`src/rtl/ulpb_pkg.sv`:
```
// Shared ULPB constants: default receive-path widths, buffer depth and
// the encodings of the receive handshake states.
package ulpb_pkg;

    localparam int ULPB_ADDR_WIDTH = 8;
    localparam int ULPB_DATA_WIDTH = 32;
    localparam int ULPB_RX_DEPTH   = 8;

    localparam logic [0:0] RX_ST_IDLE  = 1'b0;
    localparam logic [0:0] RX_ST_ACKED = 1'b1;

    // Pointer/count width: one extra bit beyond the index so full and empty differ.
    function automatic int ulpb_ptr_w(input int depth);
        return $clog2(depth) + 1;
    endfunction

endpackage

```
`src/rtl/ulpb_sync_fifo.sv`:
```
// Single-clock FIFO with wrap-bit pointers; the head word is read straight
// from registered storage so the output depends only on flop state.
module ulpb_sync_fifo
    import ulpb_pkg::*;
#(
    parameter int WIDTH = ULPB_ADDR_WIDTH + ULPB_DATA_WIDTH + 1,
    parameter int DEPTH = ULPB_RX_DEPTH
) (
    input  logic                         clk,
    input  logic                         rst_n,
    input  logic                         wr_en,
    input  logic [WIDTH-1:0]             wr_data,
    input  logic                         rd_en,
    output logic [WIDTH-1:0]             rd_data,
    output logic [ulpb_ptr_w(DEPTH)-1:0] count,
    output logic                         full,
    output logic                         empty
);

    localparam int PW = ulpb_ptr_w(DEPTH);
    localparam int AW = PW - 1;

    logic [PW-1:0]    wr_ptr_q, wr_ptr_d;
    logic [PW-1:0]    rd_ptr_q, rd_ptr_d;
    logic [WIDTH-1:0] mem_q [DEPTH];
    logic             do_wr, do_rd;

    assign do_wr = wr_en && !full;
    assign do_rd = rd_en && !empty;

    always_comb begin
        wr_ptr_d = wr_ptr_q + PW'(do_wr);
        rd_ptr_d = rd_ptr_q + PW'(do_rd);
    end

    always_ff @(posedge clk) begin
        if (!rst_n) begin
            wr_ptr_q <= '0;
            rd_ptr_q <= '0;
        end else begin
            wr_ptr_q <= wr_ptr_d;
            rd_ptr_q <= rd_ptr_d;
        end
    end

    // Storage is deliberately left out of reset; pointers alone define validity.
    always_ff @(posedge clk) begin
        if (do_wr) begin
            mem_q[wr_ptr_q[AW-1:0]] <= wr_data;
        end
    end

    assign rd_data = mem_q[rd_ptr_q[AW-1:0]];
    assign count   = wr_ptr_q - rd_ptr_q;
    assign empty   = (wr_ptr_q == rd_ptr_q);
    assign full    = (wr_ptr_q[AW] != rd_ptr_q[AW]) &&
                     (wr_ptr_q[AW-1:0] == rd_ptr_q[AW-1:0]);

endmodule

```
`src/rtl/ulpb_rx_buffer.sv`:
```
// Receive buffer between a node's 4-phase receive port and the layer above:
// accepts one word per REQ/ACK cycle into a FIFO and tracks whole messages held.
module ulpb_rx_buffer
    import ulpb_pkg::*;
#(
    parameter int ADDR_WIDTH = ULPB_ADDR_WIDTH,
    parameter int DATA_WIDTH = ULPB_DATA_WIDTH,
    parameter int DEPTH      = ULPB_RX_DEPTH
) (
    input  logic                         CLK,
    input  logic                         RESET,
    input  logic [ADDR_WIDTH-1:0]        RX_ADDR,
    input  logic [DATA_WIDTH-1:0]        RX_DATA,
    input  logic                         RX_PEND,
    input  logic                         RX_REQ,
    output logic                         RX_ACK,
    output logic                         OUT_VALID,
    input  logic                         OUT_READY,
    output logic [ADDR_WIDTH-1:0]        OUT_ADDR,
    output logic [DATA_WIDTH-1:0]        OUT_DATA,
    output logic                         OUT_LAST,
    output logic [ulpb_ptr_w(DEPTH)-1:0] COUNT,
    output logic [ulpb_ptr_w(DEPTH)-1:0] MSG_CNT,
    output logic                         FULL,
    output logic                         EMPTY,
    output logic                         STALL
);

    localparam int CW = ulpb_ptr_w(DEPTH);
    localparam int EW = ADDR_WIDTH + DATA_WIDTH + 1;

    logic [0:0]    state_q, state_d;
    logic [CW-1:0] msg_cnt_q, msg_cnt_d;
    logic          wr_en, pop;
    logic [EW-1:0] wr_entry, rd_entry;
    logic          fifo_full, fifo_empty;

    // Acceptance uses the registered FULL, so a pop in the same cycle cannot
    // open space for a write until the following edge.
    always_comb begin
        state_d = state_q;
        wr_en   = 1'b0;
        if (state_q == RX_ST_IDLE) begin
            if (RX_REQ && !fifo_full) begin
                wr_en   = 1'b1;
                state_d = RX_ST_ACKED;
            end
        end else if (!RX_REQ) begin
            state_d = RX_ST_IDLE;
        end
    end

    assign pop = OUT_READY && !fifo_empty;

    always_comb begin
        msg_cnt_d = msg_cnt_q + CW'(wr_en && !RX_PEND) - CW'(pop && rd_entry[0]);
    end

    always_ff @(posedge CLK) begin
        if (!RESET) begin
            state_q   <= RX_ST_IDLE;
            msg_cnt_q <= '0;
        end else begin
            state_q   <= state_d;
            msg_cnt_q <= msg_cnt_d;
        end
    end

    assign wr_entry = {RX_ADDR, RX_DATA, ~RX_PEND};

    ulpb_sync_fifo #(
        .WIDTH (EW),
        .DEPTH (DEPTH)
    ) u_fifo (
        .clk     (CLK),
        .rst_n   (RESET),
        .wr_en   (wr_en),
        .wr_data (wr_entry),
        .rd_en   (pop),
        .rd_data (rd_entry),
        .count   (COUNT),
        .full    (fifo_full),
        .empty   (fifo_empty)
    );

    assign RX_ACK    = (state_q == RX_ST_ACKED);
    assign OUT_VALID = !fifo_empty;
    assign OUT_ADDR  = rd_entry[EW-1 -: ADDR_WIDTH];
    assign OUT_DATA  = rd_entry[DATA_WIDTH:1];
    assign OUT_LAST  = rd_entry[0];
    assign MSG_CNT   = msg_cnt_q;
    assign FULL      = fifo_full;
    assign EMPTY     = fifo_empty;
    assign STALL     = RX_REQ && !RX_ACK && fifo_full;

endmodule

```
`config.mk`:
```
export PLATFORM = sky130hd
export DESIGN_NAME = ulpb_rx_buffer
export DESIGN_NICKNAME = d
export VERILOG_FILES = /design/src/rtl/ulpb_pkg.sv /design/src/rtl/ulpb_sync_fifo.sv /design/src/rtl/ulpb_rx_buffer.sv
export SDC_FILE = /design/constraint.sdc
export NUM_CORES = 1
export LEC_CHECK = 0
export BUFFER_PORTS_ARGS = -buffer_cell sky130_fd_sc_hd__buf_2
export CORE_ASPECT_RATIO = 0.6
export CORE_MARGIN = 3
export CORE_UTILIZATION = 50
export CTS_CLUSTER_DIAMETER = 50
export DETAILED_ROUTE_END_ITERATION = 6
export GPL_TIMING_DRIVEN = 0
export PLACE_DENSITY = 0.64
export SYNTH_ARGS = -nofsm -noshare
export SYNTH_HDL_FRONTEND = slang
export SYNTH_SLANG_ARGS = --single-unit
```
`constraint.sdc`:
```
create_clock -name CLK -period 7.65 [get_ports CLK]
set_input_delay 1.53 -clock CLK [delete_from_list [all_inputs] [get_ports CLK]]
set_output_delay 1.53 -clock CLK [all_outputs]
set_load 0.01 [all_outputs]
```
==> metrics.yaml <==
path_clk_slew_ns: 0.07
synth.most_common_cell: "edfxtp_1"
hp-class: "flip-flop to flip-flop"
setup_violations: 0
timing.slew.headroom: 0.296
grt_pass1_vias: 6860
path_max_fanout: 10
skew_ns: 0.00823
ff2ff_path_depth: 14
num_rows: 45
seqPwrFrac: 0.484
worstPathCellList: "buf_2, buf_2, inv_1, ha_1, a21o_1, a21oi_1, xor2_1, buf_2"
clk_latency_ns: 0.56
maxCapViolCount: 0
synthDistinctLibCells: 29
synth-seq-area-share: 0.768
clock-sinks: 341
place_congestion: 0.785
fillers: 1855
post_cts_resized: 0
endpoint_kind: "output port"
h-tree-depth: 1
critical-path-top-cell-by-count: "buf_2"
grt_pass1_wl_um: 41300
via_per_inst: 5.48
p_comb_frac: 0.139
switching_power_mw: 0.971
grt_max_degree: 23
synth_area_per_cell_um2: 20.0
min_period_ns: 4.43
first_pass_iters: 5
finalSetupTns_ns: 0
area_delta_synth_final_pct: 18.8
drt_iter0_drc: 605
core_area_um2: 25600
ios: 99
drc: 0
fmax_ghz: 0.226
antenna_found_initial: 2
synth_fp_nets: 716
r2r_slack_ns: 3.27
crit_path_start_kind: "flip-flop"
diodes: 0
path_class: "flip-flop to output port"
cpLargestDelayFamily: "buffers and inverters"
status: "finished, final reports clean"
die_w_um: 215
fp.dieH_um: 132
ctsLongestPathBuffers: 3
vdd_drop_max_uv: 215
initial_core_util: 0.515
yosys_warnings: 0
rsz0062_at_grt: "no"
synth-main-ff-cell: "edfxtp_1"
die-area_um2: 28400
r2r-start: "u_fifo.rd_ptr_q[2]"
p_sw_frac: 0.223
io_buffers: 98
wl_per_cell_um: 22.6
dp_hpwl_um: 17600
power_per_cell_area_nw_per_um2: 279
cts_buffers: 30
hold_viol: 0
cts-root-buf: "clkbuf_16"
synth_top_cells_by_area: "edfxtp_1 75%, mux4_2 14%, nand2_1 3.5%, dfxtp_1 2.0%, ha_1 1.0%"
syn_inst: 658
grt_usage: 0.194
power_mw: 4.36
hold_path_end: "RX_ACK"
slowest_delay_ns: 0.52
yosysTopAreaCell: "edfxtp_1"
synthTopCellsByCount: "328 x edfxtp_1, 124 x nand2_1, 80 x mux4_2, 14 x inv_1, 13 x dfxtp_1"
synth-seq-cells: 341
cts_setup_buffers: 0
routed_wl_um: 27100
synth-edff-count: 328
slew_viol_final: 0
whs_path_depth: 1
fin_nets: 878
p_clk_frac: 0.378
crit_slowest_cell: "dfxtp_1"
synthArstFlopShare: 0
cp.arrival_ns: 2.90
vias: 6548
leakage_nw: 5.42
instances_no_fill: 1195
netlist_area_um2: 13200
drive_gt1_frac: 0.336
grt.overflow.total: 0
cp_num_buf_inv: 4
tightest_slew_ns: 1.05
place_inst: 1140
synth.top_cell.area_share: 0.749
worstPathRequired_ns: 6.12
p_int_mw: 3.39
fin_crit_sh: 0.578
cts_hold_buffers: 0
cts_tree: "built"
min_from: "RX_ACK"
r2r_end: "u_fifo.mem_q[2][14]"
postRouteAntennaNets: 0
final_util: 0.611
-- cells in the final DEF, fill, tap and decap left out, types with 5 or more instances in the layout --
| master | n |
|---|---|
| edfxtp_1 | 328 |
| buf_6 | 26 |
| bufinv_16 | 7 |
| clkbuf_1 | 12 |
| xnor2_1 | 6 |
| ha_1 | 11 |
| clkinv_2 | 7 |
| mux4_2 | 80 |
| buf_2 | 107 |
| buf_1 | 5 |
| inv_1 | 14 |
| dfxtp_1 | 13 |
| nand2_1 | 124 |
| and2_1 | 12 |
| clkbuf_16 | 31 |
| buf_4 | 8 |
-- power groups by stage --
stage	Sequential, mW	Combinational [mW]	Clock [mW]
after floorplan	2.15	0.408	0
after global placement	2.15	0.591	0
after detailed placement	2.15	0.616	0
after CTS	2.11	0.618	1.68
after global routing	2.11	0.664	1.75
final	2.11	0.605	1.65
-- cell families after synthesis --
group,after synthesis,synth area share
compound gates,7,0.00399
xor+xnor,10,0.00666
fa+ha+maj,13,0.0135
buf+inv,45,0.0177
flops,341,0.768
mux,84,0.140
simple gates,158,0.0496
-- flip-flops by register name, indices dropped and copies added (netlist names) --
signal           cells
u_fifo.wr_ptr_q      4
MSG_CNT              4
RX_ACK               1
u_fifo.mem_q       328
u_fifo.rd_ptr_q      4
-- worst max-delay path by stage --
stage | startpoint | end | slack (ns) | cells after the start
after floorplan | RX_REQ | u_fifo.mem_q[0][0] | 1.40 | 3
after global placement | u_fifo.rd_ptr_q[2] | u_fifo.mem_q[0][8] | -2.82 | 8
after detailed placement | u_fifo.rd_ptr_q[2] | u_fifo.mem_q[2][8] | 3.29 | 14
after CTS | u_fifo.rd_ptr_q[1] | COUNT[3] | 3.21 | 8
after global routing | u_fifo.rd_ptr_q[2] | u_fifo.mem_q[2][18] | 2.95 | 14
final | u_fifo.rd_ptr_q[1] | COUNT[3] | 3.22 | 8
-- routing by layer --
layer  track usage  wire length (um)  vias up
li1              -                 -     2906
met1         0.284             12200     3394
met2         0.304             12700      203
met3        0.0453              1660       41
met4        0.0359               459        4
met5             0                27        -
-- final cells by class --
| type | count | area (um2) | area share |
|---|---|---|---|
| timing repair buffer | 130 | 895 | 0.0572 |
| sequential | 341 | 10100 | 0.647 |
| tap | 352 | 440 | 0.0282 |
| buffer | 29 | 173 | 0.0110 |
| inverter | 16 | 60.1 | 0.00384 |
| clock buffer | 38 | 832 | 0.0532 |
| clock inverter | 17 | 256 | 0.0164 |
| multi-input combinational | 272 | 2860 | 0.183 |
-- stage by stage --
stage | hold WS [ns] | instance area [um2] | worst slack [ns]
4_1_cts | 0.535 | 15600 | 3.21
3_5_place_dp | 0.511 | 14500 | 3.29
5_1_grt | 0.557 | 15600 | 2.95
2_1_floorplan | 0.550 | 13200 | 1.40
3_3_place_gp | 0.493 | 14100 | -2.82
6_report | 0.530 | 15600 | 3.22
Power figures use the tool's default switching activity.
